===== config.mk =====
export PLATFORM = sky130hd
export DESIGN_NAME = univ_shift_reg
export DESIGN_NICKNAME = d
export VERILOG_FILES = /design/src/rtl/uart_pkg.sv /design/src/rtl/shreg_frame_cnt.sv /design/src/rtl/univ_shift_reg.sv
export SDC_FILE = /design/constraint.sdc
export NUM_CORES = 1
export LEC_CHECK = 0
export ABC_AREA = 1
export CAP_MARGIN = 20
export CORE_MARGIN = 2
export CORE_UTILIZATION = 54
export CTS_BUF_LIST = sky130_fd_sc_hd__clkbuf_8
export CTS_CLUSTER_SIZE = 25
export DETAILED_ROUTE_END_ITERATION = 8
export DONT_BUFFER_PORTS = 1
export GPL_ROUTABILITY_DRIVEN = 0
export GPL_TIMING_DRIVEN = 0
export PLACE_DENSITY = 0.76
export SLEW_MARGIN = 20
export SYNTH_ARGS = -nofsm -noshare
export SYNTH_HDL_FRONTEND = slang
export SYNTH_SLANG_ARGS = --single-unit
export TNS_END_PERCENT = 20

===== constraint.sdc =====
create_clock -name clk -period 1.1 [get_ports clk]
set_input_delay 0.22 -clock clk [delete_from_list [all_inputs] [get_ports clk]]
set_output_delay 0.22 -clock clk [all_outputs]
set_load 0.1 [all_outputs]

===== src/rtl/uart_pkg.sv =====
// Shared UART datapath definitions: shift-register operation encodings.
package uart_pkg;

    typedef logic [1:0] shreg_mode_t;

    localparam shreg_mode_t MODE_HOLD = 2'b00;
    localparam shreg_mode_t MODE_UP   = 2'b01;
    localparam shreg_mode_t MODE_DN   = 2'b10;
    localparam shreg_mode_t MODE_LOAD = 2'b11;

endpackage


===== src/rtl/shreg_frame_cnt.sv =====
// Frame counter for the universal shift register: counts shifts and pulses
// done for one cycle after every WIDTH-th shift; a load restarts the frame.
module shreg_frame_cnt #(
    parameter int WIDTH = 8,
    parameter int CNT_W = $clog2(WIDTH + 1)
) (
    input  logic             clk,
    input  logic             clr,
    input  logic             en,
    input  logic             shift,
    input  logic             load,
    output logic [CNT_W-1:0] cnt,
    output logic             done
);
    import uart_pkg::*;

    localparam logic [CNT_W-1:0] LAST = CNT_W'(WIDTH - 1);

    logic [CNT_W-1:0] cnt_q, cnt_d;
    logic             done_q, done_d;

    // NOTE: every always_comb output gets a default first, so no path can infer a latch.
    always_comb begin
        cnt_d  = cnt_q;
        done_d = 1'b0;
        if (en) begin
            if (load) begin
                cnt_d = '0;
            end else if (shift) begin
                if (cnt_q == LAST) begin
                    cnt_d  = '0;
                    done_d = 1'b1;
                end else begin
                    cnt_d = cnt_q + CNT_W'(1);
                end
            end
        end
    end

    // NOTE: state registers use non-blocking assignments so all flops update together.
    always_ff @(posedge clk or posedge clr) begin
        if (clr) begin
            cnt_q  <= '0;
            done_q <= 1'b0;
        end else begin
            cnt_q  <= cnt_d;
            done_q <= done_d;
        end
    end

    assign cnt  = cnt_q;
    assign done = done_q;

endmodule


===== src/rtl/univ_shift_reg.sv =====
// Universal shift register: hold, shift up/down, parallel load, frame counter.
// Define UNIV_SHIFT_REG_PARITY_EN to add the registered parity output par.
module univ_shift_reg
    import uart_pkg::*;
#(
    parameter int WIDTH = 8,
    parameter int CNT_W = $clog2(WIDTH + 1)
) (
    input  logic             clk,
    input  logic             clr,
    input  logic             en,
    input  logic [1:0]       mode,
    input  logic             ser_a,
    input  logic             ser_b,
    input  logic             ser_dn,
    input  logic [WIDTH-1:0] d,
    output logic [WIDTH-1:0] q,
    output logic             so_up,
    output logic             so_dn,
    output logic [CNT_W-1:0] cnt,
    output logic             done
`ifdef UNIV_SHIFT_REG_PARITY_EN
    ,
    output logic             par
`endif
);

    shreg_mode_t      mode_s;
    logic [WIDTH-1:0] q_q, q_d;
    logic             shift, load;

    assign mode_s = shreg_mode_t'(mode);
    assign shift  = (mode_s == MODE_UP) || (mode_s == MODE_DN);
    assign load   = (mode_s == MODE_LOAD);

    always_comb begin
        q_d = q_q;
        if (en) begin
            case (mode_s)
                MODE_UP:   q_d = {q_q[WIDTH-2:0], ser_a & ser_b};
                MODE_DN:   q_d = {ser_dn, q_q[WIDTH-1:1]};
                MODE_LOAD: q_d = d;
                default:   q_d = q_q;
            endcase
        end
    end

    always_ff @(posedge clk or posedge clr) begin
        if (clr) q_q <= '0;
        else     q_q <= q_d;
    end

    assign q     = q_q;
    assign so_up = q_q[WIDTH-1];
    assign so_dn = q_q[0];

    shreg_frame_cnt #(
        .WIDTH (WIDTH),
        .CNT_W (CNT_W)
    ) u_frame_cnt (
        .clk   (clk),
        .clr   (clr),
        .en    (en),
        .shift (shift),
        .load  (load),
        .cnt   (cnt),
        .done  (done)
    );

`ifdef UNIV_SHIFT_REG_PARITY_EN
    // Parity is taken from the next-state value so par always matches q.
    logic par_q;
    always_ff @(posedge clk or posedge clr) begin
        if (clr) par_q <= 1'b0;
        else     par_q <= ^q_d;
    end
    assign par = par_q;
`endif

endmodule


---- Word-level counts from Yosys, hierarchy flattened ----
Index checks and enable logic that the tools add are counted.
word-level totals
  flip-flop bits (word level) ............. 13
  input bits .............................. 16
  logic and storage cells ................. 22
  output and inout bits ................... 15
operators by class
  bitwise operators ....................... 1
  equal/unequal tests ..................... 4
  reduce and logical (&&, ||, !) cells .... 5
  muxes and demuxes ....................... 8
  add/subtract/negate cells ............... 1
operator list
  cell                   count
  $pmux W8 S3            1
  $mux W4                3
  $add A4 B1 Y4 const B  1
  $eq A2 B2 Y1 const B   2
  $eq A4 B3 Y1 const B   1
  $mux W1                4
  $reduce_and A2 Y1      2
  $reduce_bool A3 Y1     1
  $eq A2 B1 Y1 const B   1
  $reduce_bool A2 Y1     1
  $and A1 B1 Y1          1
  $logic_or A1 B1 Y1     1

---- Logic depth before layout (Yosys ltp) ----
Gate-level depths: netlist of run 1.
  depth in word-level cells ............... 5
  mapped depth ............................ 9
  mapped depth without buffers ............ 8

---- By module ----
A second synthesis of run 1 with hierarchy kept.
unflattened totals
  cells, all modules ...................... 129
  area total of the unflattened synthesis .. 873.3 um^2
by module, submodules not included
  module           times used  cells an instance  area an instance (um^2)
  univ_shift_reg   1           98                 613.1
  shreg_frame_cnt  1           31                 260.2

---- Least setup slack after synthesis of run 1 ----
No wires, ideal clock.
  path type ............................... flip-flop to flip-flop
  start point ............................. register u_frame_cnt.cnt_q[0] (netlist: u_frame_cnt.cnt[0])
  end point ............................... register u_frame_cnt.cnt_q[3] (netlist: u_frame_cnt.cnt[3])
  data arrival time ....................... 1.633 ns
  data required time ...................... 0.980 ns
  stages on the path, launching flop included .. 7
  path slack .............................. -0.653 ns
  path through ............................ dfrtp_1 ha_1 nand2_1 nor2_1 nor2_2 nand2_1 nand2_1
between the ends
  longest elaborated chain between the ends .. 4
  elaborated cells on any way between the ends .. 5
ends and longest elaborated chain
  what                                           line                                          text
  from (decl)                                    shreg_frame_cnt.sv:19                         logic [CNT_W-1:0] cnt_q, cnt_d;
  from (signal assigned)                         shreg_frame_cnt.sv:46                         cnt_q <= cnt_d;
  $add A4 B1 Y4 or $eq A4 B3 Y1 (tied branches)  shreg_frame_cnt.sv:34, shreg_frame_cnt.sv:30
  $mux W4 (*)                                    shreg_frame_cnt.sv:30                         if (cnt_q == LAST) begin
  $mux W4 (*)                                    shreg_frame_cnt.sv:29                         end else if (shift) begin
  $mux W4 (*)                                    shreg_frame_cnt.sv:27                         if (load) begin
Every way passes the cells marked *; elsewhere a longest branch is shown, timed or not. The select of a mux whose other input is x is not followed.
A chain may end at the register's enable or synchronous reset.

---- Worst setup path in the final report of run 1 ----
  start point ............................. register q_q[7] (netlist: q[7])
  end point ............................... output port q[7]
RTL lines
  what                    line                  text
  from (decl)             univ_shift_reg.sv:29  logic [WIDTH-1:0] q_q, q_d;
  from (signal assigned)  univ_shift_reg.sv:50  else q_q <= q_d;
  to (decl)               univ_shift_reg.sv:17  output logic [WIDTH-1:0] q,
No word-level cell between the ends.

==> Flow_metrics.wiki, run 1 <==
{| class="wikitable"
! Metric !! Value
|-
| Run status || finished with violations
|-
| Failing checks || setup timing
|-
| Maximum number of pins on one net before global-route repair || 14
|-
| Cell Count, Final, Fillers Out || 152
|-
| Global-route total usage across every layer || 21.29%
|-
| Synth top cells by count || 78 x sky130_fd_sc_hd__nand2_1, 17 x sky130_fd_sc_hd__inv_1, 13 x sky130_fd_sc_hd__dfrtp_1
|-
| Num CTS Buffers || 3
|-
| Post-synthesis compound-gate area fraction || 1.141%
|-
| Xor and xnor fraction of the mapped netlist area || 0%
|-
| Setup-failing EPs final || 12
|-
| Wire per inst || 11.86 µm
|-
| Number of synthesized register bits || 13
|-
| Yosys top cell area share || 37.09%
|-
| Maximum resistive drop on vdd || 1435 µV
|-
| Worst Reg-to-Reg Cells || 6
|-
| Antenna violations before repair || 0
|-
| Count of nets left with antenna violations after detail routing || 0
|-
| Average via count per standard cell || 4.895
|-
| Fraction of the mapped netlist area in simple logic gates || 41.51%
|-
| Sequential Area || 374.1 µm²
|-
| Final antenna diode count || 0
|-
| Kind of end point of the critical path || output pin
|-
| Post-synth design cell area || 877.1 µm²
|-
| Crit path buf inv count || 1
|-
| Max_slew headroom || 67.03%
|-
| Instance count after placement with tap cells included || 147
|-
| Top cells by area in the synthesized netlist || sky130_fd_sc_hd__dfrtp_1 37%, sky130_fd_sc_hd__nand2_1 33%, sky130_fd_sc_hd__inv_1 7.3%
|-
| Number of cells on the critical path || 1
|-
| Maximum operating frequency || 0.7523 GHz
|-
| Power per cell area || 2307 nW/µm²
|-
| Core Region || 1506 µm²
|-
| Chip Height || 44.30 µm
|-
| Global-route wire length before repair || 2.925 mm
|-
| Post-placement worst setup slack || -0.3137 ns
|-
| Proportion of synthesized flip-flops having asynchronous set or reset || 100.0%
|-
| Number of DRC violations after detailed-routing iteration 0 || 14
|-
| Leakage Power || 0.5837 nW
|-
| Estimated wirelength of the detail-placed design || 1.354 mm
|-
| Reported max-cap violation count || 0
|-
| Adder-cell share of the synthesized area || 5.706%
|-
| Unrepaired setup endpoints after global routing || true
|-
| Clock-pin slew reported for the worst setup and hold paths after clock tree synthesis || 0.05 ns
|-
| Post-synth top area cell || sky130_fd_sc_hd__dfrtp_1
|-
| Setup crit start kind || flop
|-
| Vias in the first global route || 680
|-
| Quantity of I/O buffers inserted on ports || 0
|-
| Share of final-layout standard cells stronger than drive strength 1 || 25.00%
|-
| Pins Over Slew Limit || 0
|-
| Final period utilization || 120.8%
|-
| Main synth FF type || sky130_fd_sc_hd__dfrtp_1
|-
| Most used standard cell by instance count after synthesis || sky130_fd_sc_hd__nand2_1
|-
| Standard cell area after detailed placement || 950.9 µm²
|-
| Buffers from clock root to sink, at most || 2
|-
| Sequential-to-total area share from yosys stat || 37.09%
|-
| Final global-route overflow total || 0
|-
| Dominant combinational cell family by area after synthesis || simple AND/OR/NAND/NOR gates
|-
| Category of the critical setup timing path || reg -> out
|-
| Clock H-tree levels || 1
|-
| Sum of routed wire length over all layers || 1.803 mm
|-
| Setup skew after layout || 0.002295 ns
|-
| Depth of the worst hold-timing path || 2
|-
| Clock Latency Late Sink || 0.24 ns
|-
| Setup Buffers After CTS || 0
|-
| Number of fill cells || 140
|-
| Syn_nets || 151
|-
| Critical path's top delay family || flip-flops
|-
| PnR Total Power || 2.470 mW
|-
| Arrival time of data at the critical path endpoint || 1.11 ns
|-
| CTS tree || built
|-
| Number of instances in the synthesized netlist || 131
|-
| P&R area growth vs syn || 22.11%
|-
| Unique masters post-synth || 18
|-
| Router iterations before antenna repair || 6
|-
| Clock Root Buffer || sky130_fd_sc_hd__clkbuf_8
|-
| Die outline area || 1962 µm²
|-
| Total clock sinks || 13
|-
| Hold WC Path Type || in -> reg
|-
| Final hold violation count || 0
|-
| Worst path max stage delay || 0.63 ns
|-
| Count of standard-cell rows || 14
|-
| Required time of the critical path || 0.88 ns
|-
| Total Nets Final || 157
|-
| Multi-input gate area || 469.2 µm²
|-
| Avg Synthesized Cell Area || 6.695 µm²
|-
| DR DRC count || 0
|-
| Horizontal die dimension || 44.30 µm
|-
| Crit path cell chain || buf_12
|-
| Warnings from Yosys || 0
|-
| Multiplexer fraction of the synthesized cell area || 0%
|-
| Post-route cell area || 1071 µm²
|-
| Number of vias in the routed layout || 744
|-
| Final critical-path required period || 1.329 ns
|-
| Critical Path Fanout Max || 4
|-
| Final WS setup || -0.2293 ns
|-
| Initial Util || 58.22%
|-
| Count of flip-flops with a built-in enable after synthesis || 0
|-
| Sum of negative setup slack || -1.107 ns
|-
| Slowest cell on the critical path || sky130_fd_sc_hd__dfrtp_4
|-
| I/O Pins || 31
|-
| Worst Tran Pin Value || 0.4941 ns
|}
-- what timing repair did --
| action | 4_1_cts | 5_1_grt |
|---|---|---|
| hold buffers | 1 | 0 |
| pin swaps | 1 | 4 |
| hold endpoints to repair | 13 | 0 |
| resized for setup | 19 | 5 |
| setup endpoints to repair | 27 | 21 |
-- layout make-up --
type	count	area share, %
plain buffers	5	6.893
multi-input cells	94	43.81
flip-flops and latches	13	34.93
well taps	16	1.869
clock inverters	1	0.3505
repair buffers	1	0.9346
inverters	19	7.360
clock buffers	3	3.855
-- metrics by stage --
| step | utilization (%) | hold slack, ns |
|---|---|---|
| 2_1_floorplan | - | 0.09661 |
| 3_3_place_gp | 63.12 | 0.1633 |
| 6_report | 71.10 | 0.1519 |
| 4_1_cts | 69.93 | 0.1462 |
| 5_1_grt | 71.10 | 0.1540 |
| 3_5_place_dp | 63.12 | 0.1684 |
-- layer usage --
metal	part of all wire (%)	vias to the layer above	track usage (%)
li1	-	395	-
met1	41	318	25.79
met2	50	27	33.82
met3	7.0	4	5.714
met4	2.2	0	12.73
met5	0	-	0
-- logic make-up after synthesis --
family          Yosys count
flops                    13
fa+ha+maj                 4
buf+inv                  24
simple gates             88
compound gates            2
-- registers in the layout, summed over array words and instances, names as in the netlist --
register / flops
u_frame_cnt.done: 1
u_frame_cnt.cnt: 4
q: 8
-- power by group --
part           switching (mW)  internal, mW  total, mW
Clock                   0.165         0.246      0.411
Combinational           0.288         0.201      0.489
Sequential              0.930         0.640       1.57
Total                    1.38          1.09       2.47
-- layout by cell type (no fill, tap or decap), types with 2 or more instances in the layout --
master	synthesis	final
sky130_fd_sc_hd__nand2_2	1	4
sky130_fd_sc_hd__buf_12	0	2
sky130_fd_sc_hd__nor2_4	0	2
sky130_fd_sc_hd__o21ai_1	1	2
sky130_fd_sc_hd__nand3_1	2	2
sky130_fd_sc_hd__clkbuf_8	0	3
sky130_fd_sc_hd__inv_1	17	18
sky130_fd_sc_hd__buf_6	3	3
sky130_fd_sc_hd__dfrtp_4	0	13
sky130_fd_sc_hd__nand2_1	78	74
sky130_fd_sc_hd__ha_1	4	3
-- path summary, 6_finish.rpt --
kind                                                      from                             end  slack (ns)
worst min-delay path                                        en      u_frame_cnt.done$_DFF_PP0_        0.15
worst min register to register  u_frame_cnt.cnt[3]$_DFFE_PP0P_      u_frame_cnt.done$_DFF_PP0_        0.78
max in group asynchronous                                  clr                q[6]$_DFFE_PP0P_        0.28
worst max register to register  u_frame_cnt.cnt[0]$_DFFE_PP0P_  u_frame_cnt.cnt[3]$_DFFE_PP0P_       -0.17
min in group asynchronous                                  clr  u_frame_cnt.cnt[0]$_DFFE_PP0P_        0.44
worst max-delay path                          q[7]$_DFFE_PP0P_                            q[7]       -0.23
No activity file was read; power rests on OpenSTA's default activity.
==> run 2, diff against run 1 <==
--- a/config.mk
+++ b/config.mk
@@ -8,5 +8,4 @@
 export ABC_AREA = 1
 export CAP_MARGIN = 20
-export CORE_MARGIN = 2
 export CORE_UTILIZATION = 54
 export CTS_BUF_LIST = sky130_fd_sc_hd__clkbuf_8
@@ -21,3 +20,3 @@
 export SYNTH_HDL_FRONTEND = slang
 export SYNTH_SLANG_ARGS = --single-unit
-export TNS_END_PERCENT = 20
+export TNS_END_PERCENT = 1
==> constraint.sdc (replaced) <==
create_clock -name clk -period 1.1 [get_ports clk]
set_input_delay 0.11 -clock clk [delete_from_list [all_inputs] [get_ports clk]]
set_output_delay 0.11 -clock clk [all_outputs]
set_load 0.1 [all_outputs]
==> Flow_metrics.wiki, run 2 (same netlist as run 1, synthesis figures left out) <==
{| class="wikitable"
! Metric !! Value
|-
| Run status || finished with violations
|-
| Failing checks || setup timing
|-
| Count of nets left with antenna violations after detail routing || 0 (unchanged)
|-
| Die outline area || 1789 µm² (-8.8%)
|-
| Maximum resistive drop on vdd || 1912 µV (+33%)
|-
| Buffers from clock root to sink, at most || 2 (unchanged)
|-
| Total Nets Final || 158 (+0.64%)
|-
| Sum of routed wire length over all layers || 1.883 mm (+4.4%)
|-
| Final hold violation count || 0 (unchanged)
|-
| Count of standard-cell rows || 14 (unchanged)
|-
| Sum of negative setup slack || -0.9478 ns (+0.1590 ns)
|-
| Setup-failing EPs final || 8 (-4)
|-
| CTS tree || built
|-
| Setup skew after layout || 0.002583 ns (+0.0002881 ns)
|-
| Final antenna diode count || 0 (unchanged)
|-
| GRT met1 Usage || 29.41% (+3.6 points)
|-
| Maximum operating frequency || 0.7853 GHz (+4.4%)
|-
| PnR Total Power || 2.509 mW (+1.6%)
|-
| Share of final-layout standard cells stronger than drive strength 1 || 27.74% (+2.7 points)
|-
| Num CTS Buffers || 3 (unchanged)
|-
| Worst Reg-to-Reg Cells || 6 (unchanged)
|-
| Met3 global-route usage || 8.621% (+2.9 points)
|-
| Final period utilization || 115.8% (-5.1 points)
|-
| Leakage Power || 0.5895 nW (+0.99%)
|-
| Instance count after placement with tap cells included || 147 (unchanged)
|-
| Average via count per standard cell || 5.157 (+5.4%)
|-
| Global routing usage on met2 || 35.08% (+1.3 points)
|-
| Leading cell type in the layout, fill and taps excluded || sky130_fd_sc_hd__nand2_1
|-
| Critical register-to-register path startpoint || u_frame_cnt.cnt[0]$_DFFE_PP0P_
|-
| Hold WC Path Type || in -> reg
|-
| Hold Crit Start || en
|-
| Number of vias in the routed layout || 789 (+6.0%)
|-
| Unrepaired setup endpoints after global routing || true
|-
| Router iterations before antenna repair || 4 (-2)
|-
| Quantity of I/O buffers inserted on ports || 0 (unchanged)
|-
| Antenna violations before repair || 0 (unchanged)
|-
| Power per cell area || 2310 nW/µm² (+0.15%)
|-
| Depth of the worst hold-timing path || 4 (+2)
|-
| Setup crit start kind || flop
|-
| Worst Tran Pin Value || 0.4939 ns (-0.0001298 ns)
|-
| Cell Count, Final, Fillers Out || 153 (+0.66%)
|-
| Commonest cells after routing, fill and taps aside || 69 x sky130_fd_sc_hd__nand2_1, 18 x sky130_fd_sc_hd__inv_1, 12 x sky130_fd_sc_hd__dfrtp_4
|-
| Estimated wirelength of the detail-placed design || 1.237 mm (-8.6%)
|-
| Number of DRC violations after detailed-routing iteration 0 || 5 (-9)
|-
| Chip Height || 42.30 µm (-4.5%)
|-
| Setup Buffers After CTS || 0 (unchanged)
|-
| Final WS setup || -0.1734 ns (+0.05588 ns)
|-
| Vias in the first global route || 741 (+9.0%)
|-
| Standard cell area after detailed placement || 913.4 µm² (-3.9%)
|-
| Sink of the worst hold path || u_frame_cnt.cnt[0]$_DFFE_PP0P_
|-
| Total clock sinks || 13 (unchanged)
|-
| Post-route cell area || 1086 µm² (+1.4%)
|-
| Kind of end point of the critical path || flop
|-
| Reported max-cap violation count || 0 (unchanged)
|-
| Flip-flop count of the largest register, all copies and words added || 8 (unchanged)
|-
| Category of the critical setup timing path || reg -> reg
|-
| DR DRC count || 0 (unchanged)
|-
| Max_slew headroom || 67.03% (about the same)
|-
| Clock Latency Late Sink || 0.25 ns (about the same)
|-
| Most congested layer reported by global routing || met2
|-
| Global-route total usage across every layer || 23.28% (+2.0 points)
|-
| Final critical-path required period || 1.273 ns (-0.05588 ns)
|-
| Global-route wire length before repair || 3.111 mm (+6.4%)
|-
| Clock-pin slew reported for the worst setup and hold paths after clock tree synthesis || 0.06 ns (about the same)
|-
| Required time of the critical path || 1.24 ns (+0.36 ns)
|-
| Arrival time of data at the critical path endpoint || 1.41 ns (+0.30 ns)
|-
| Clock Root Buffer || sky130_fd_sc_hd__clkbuf_8
|-
| Wire per inst || 12.31 µm (+3.8%)
|-
| Initial Util || 58.22% (unchanged)
|-
| Clock H-tree levels || 1 (unchanged)
|-
| R2r endpoint || u_frame_cnt.cnt[3]$_DFFE_PP0P_
|-
| Core Region || 1506 µm² (unchanged)
|-
| Critical Path Fanout Max || 6 (+2)
|-
| Maximum number of pins on one net before global-route repair || 14 (unchanged)
|-
| Final global-route overflow total || 0 (unchanged)
|-
| I/O Pins || 31 (unchanged)
|-
| Reg2reg setup slack || -0.17 ns (about the same)
|-
| Post-placement worst setup slack || -0.3124 ns (+0.001276 ns)
|-
| P&R area growth vs syn || 23.82%
|-
| Horizontal die dimension || 42.30 µm (-4.5%)
|-
| Pins Over Slew Limit || 0 (unchanged)
|}
run 2: cell types whose count changed in the layout (fill, tap and decap cells not counted), sizes merged:
cell         before  now
dlygate4sd3       1    2
run 2: per-stage QoR:
stage	hold WS [ns]	util, %
2_1_floorplan	-0.01347	-
3_3_place_gp	0.05984	60.63
3_5_place_dp	0.06032	60.63
4_1_cts	0.07692	70.43
5_1_grt	0.1088	72.09
6_report	0.08742	72.09
run 2: worst max path at each step:
stage | start | endpoint | slack (ns) | cells past startpoint
floorplan | q[6]$_DFFE_PP0P_ | q[5]$_DFFE_PP0P_ | -0.24 | 6
global placement | q[6]$_DFFE_PP0P_ | q[5]$_DFFE_PP0P_ | -0.29 | 6
detailed placement | q[2]$_DFFE_PP0P_ | q[1]$_DFFE_PP0P_ | -0.31 | 6
CTS | u_frame_cnt.cnt[0]$_DFFE_PP0P_ | u_frame_cnt.cnt[3]$_DFFE_PP0P_ | -0.17 | 6
global route | u_frame_cnt.cnt[0]$_DFFE_PP0P_ | u_frame_cnt.cnt[3]$_DFFE_PP0P_ | -0.23 | 6
finish | u_frame_cnt.cnt[0]$_DFFE_PP0P_ | u_frame_cnt.cnt[3]$_DFFE_PP0P_ | -0.17 | 6
run 2: cell type report:
cell class	instances	area (µm²)
sequential	13	371.6
clock buffer	3	41.29
tap	16	20.02
clock inverter	1	3.754
multi-input combinational	94	476.7
buffer	5	73.82
fill	130	420.4
timing repair buffer	2	20.02
inverter	19	78.83
run 2: metal layers:
metal  wire (µm)  part of all wire, %  vias to the layer above
met5           0                    0                        -
met4          20                  1.1                        0
met3         101                  5.4                        4
met2         921                   49                       29
met1         840                   45                      362
li1            -                    -                      394
run 2: critical path, stage by stage, from the launching register on:
cell,delay (ns)
sky130_fd_sc_hd__dfrtp_4,0.65
sky130_fd_sc_hd__ha_4,0.21
sky130_fd_sc_hd__nand2_4,0.06
sky130_fd_sc_hd__nor2_4,0.11
sky130_fd_sc_hd__nor2_4,0.04
sky130_fd_sc_hd__nand2_1,0.05
sky130_fd_sc_hd__nand2_1,0.05
run 2: power breakdown:
part / internal [mW] / leakage (nW) / switching (mW) / total, mW
registers: 0.639 / 0.150 / 0.934 / 1.57
logic: 0.200 / 0.413 / 0.289 / 0.489
clock network: 0.247 / 0.0269 / 0.199 / 0.447
total: 1.09 / 0.589 / 1.42 / 2.51
run 2: timing repair:
item,4_1_cts,5_1_grt
hold buffers,2,0
resized for setup,27,9
hold endpoints to repair,14,0
pin swaps,4,2
endpoints found under the setup margin,19,14
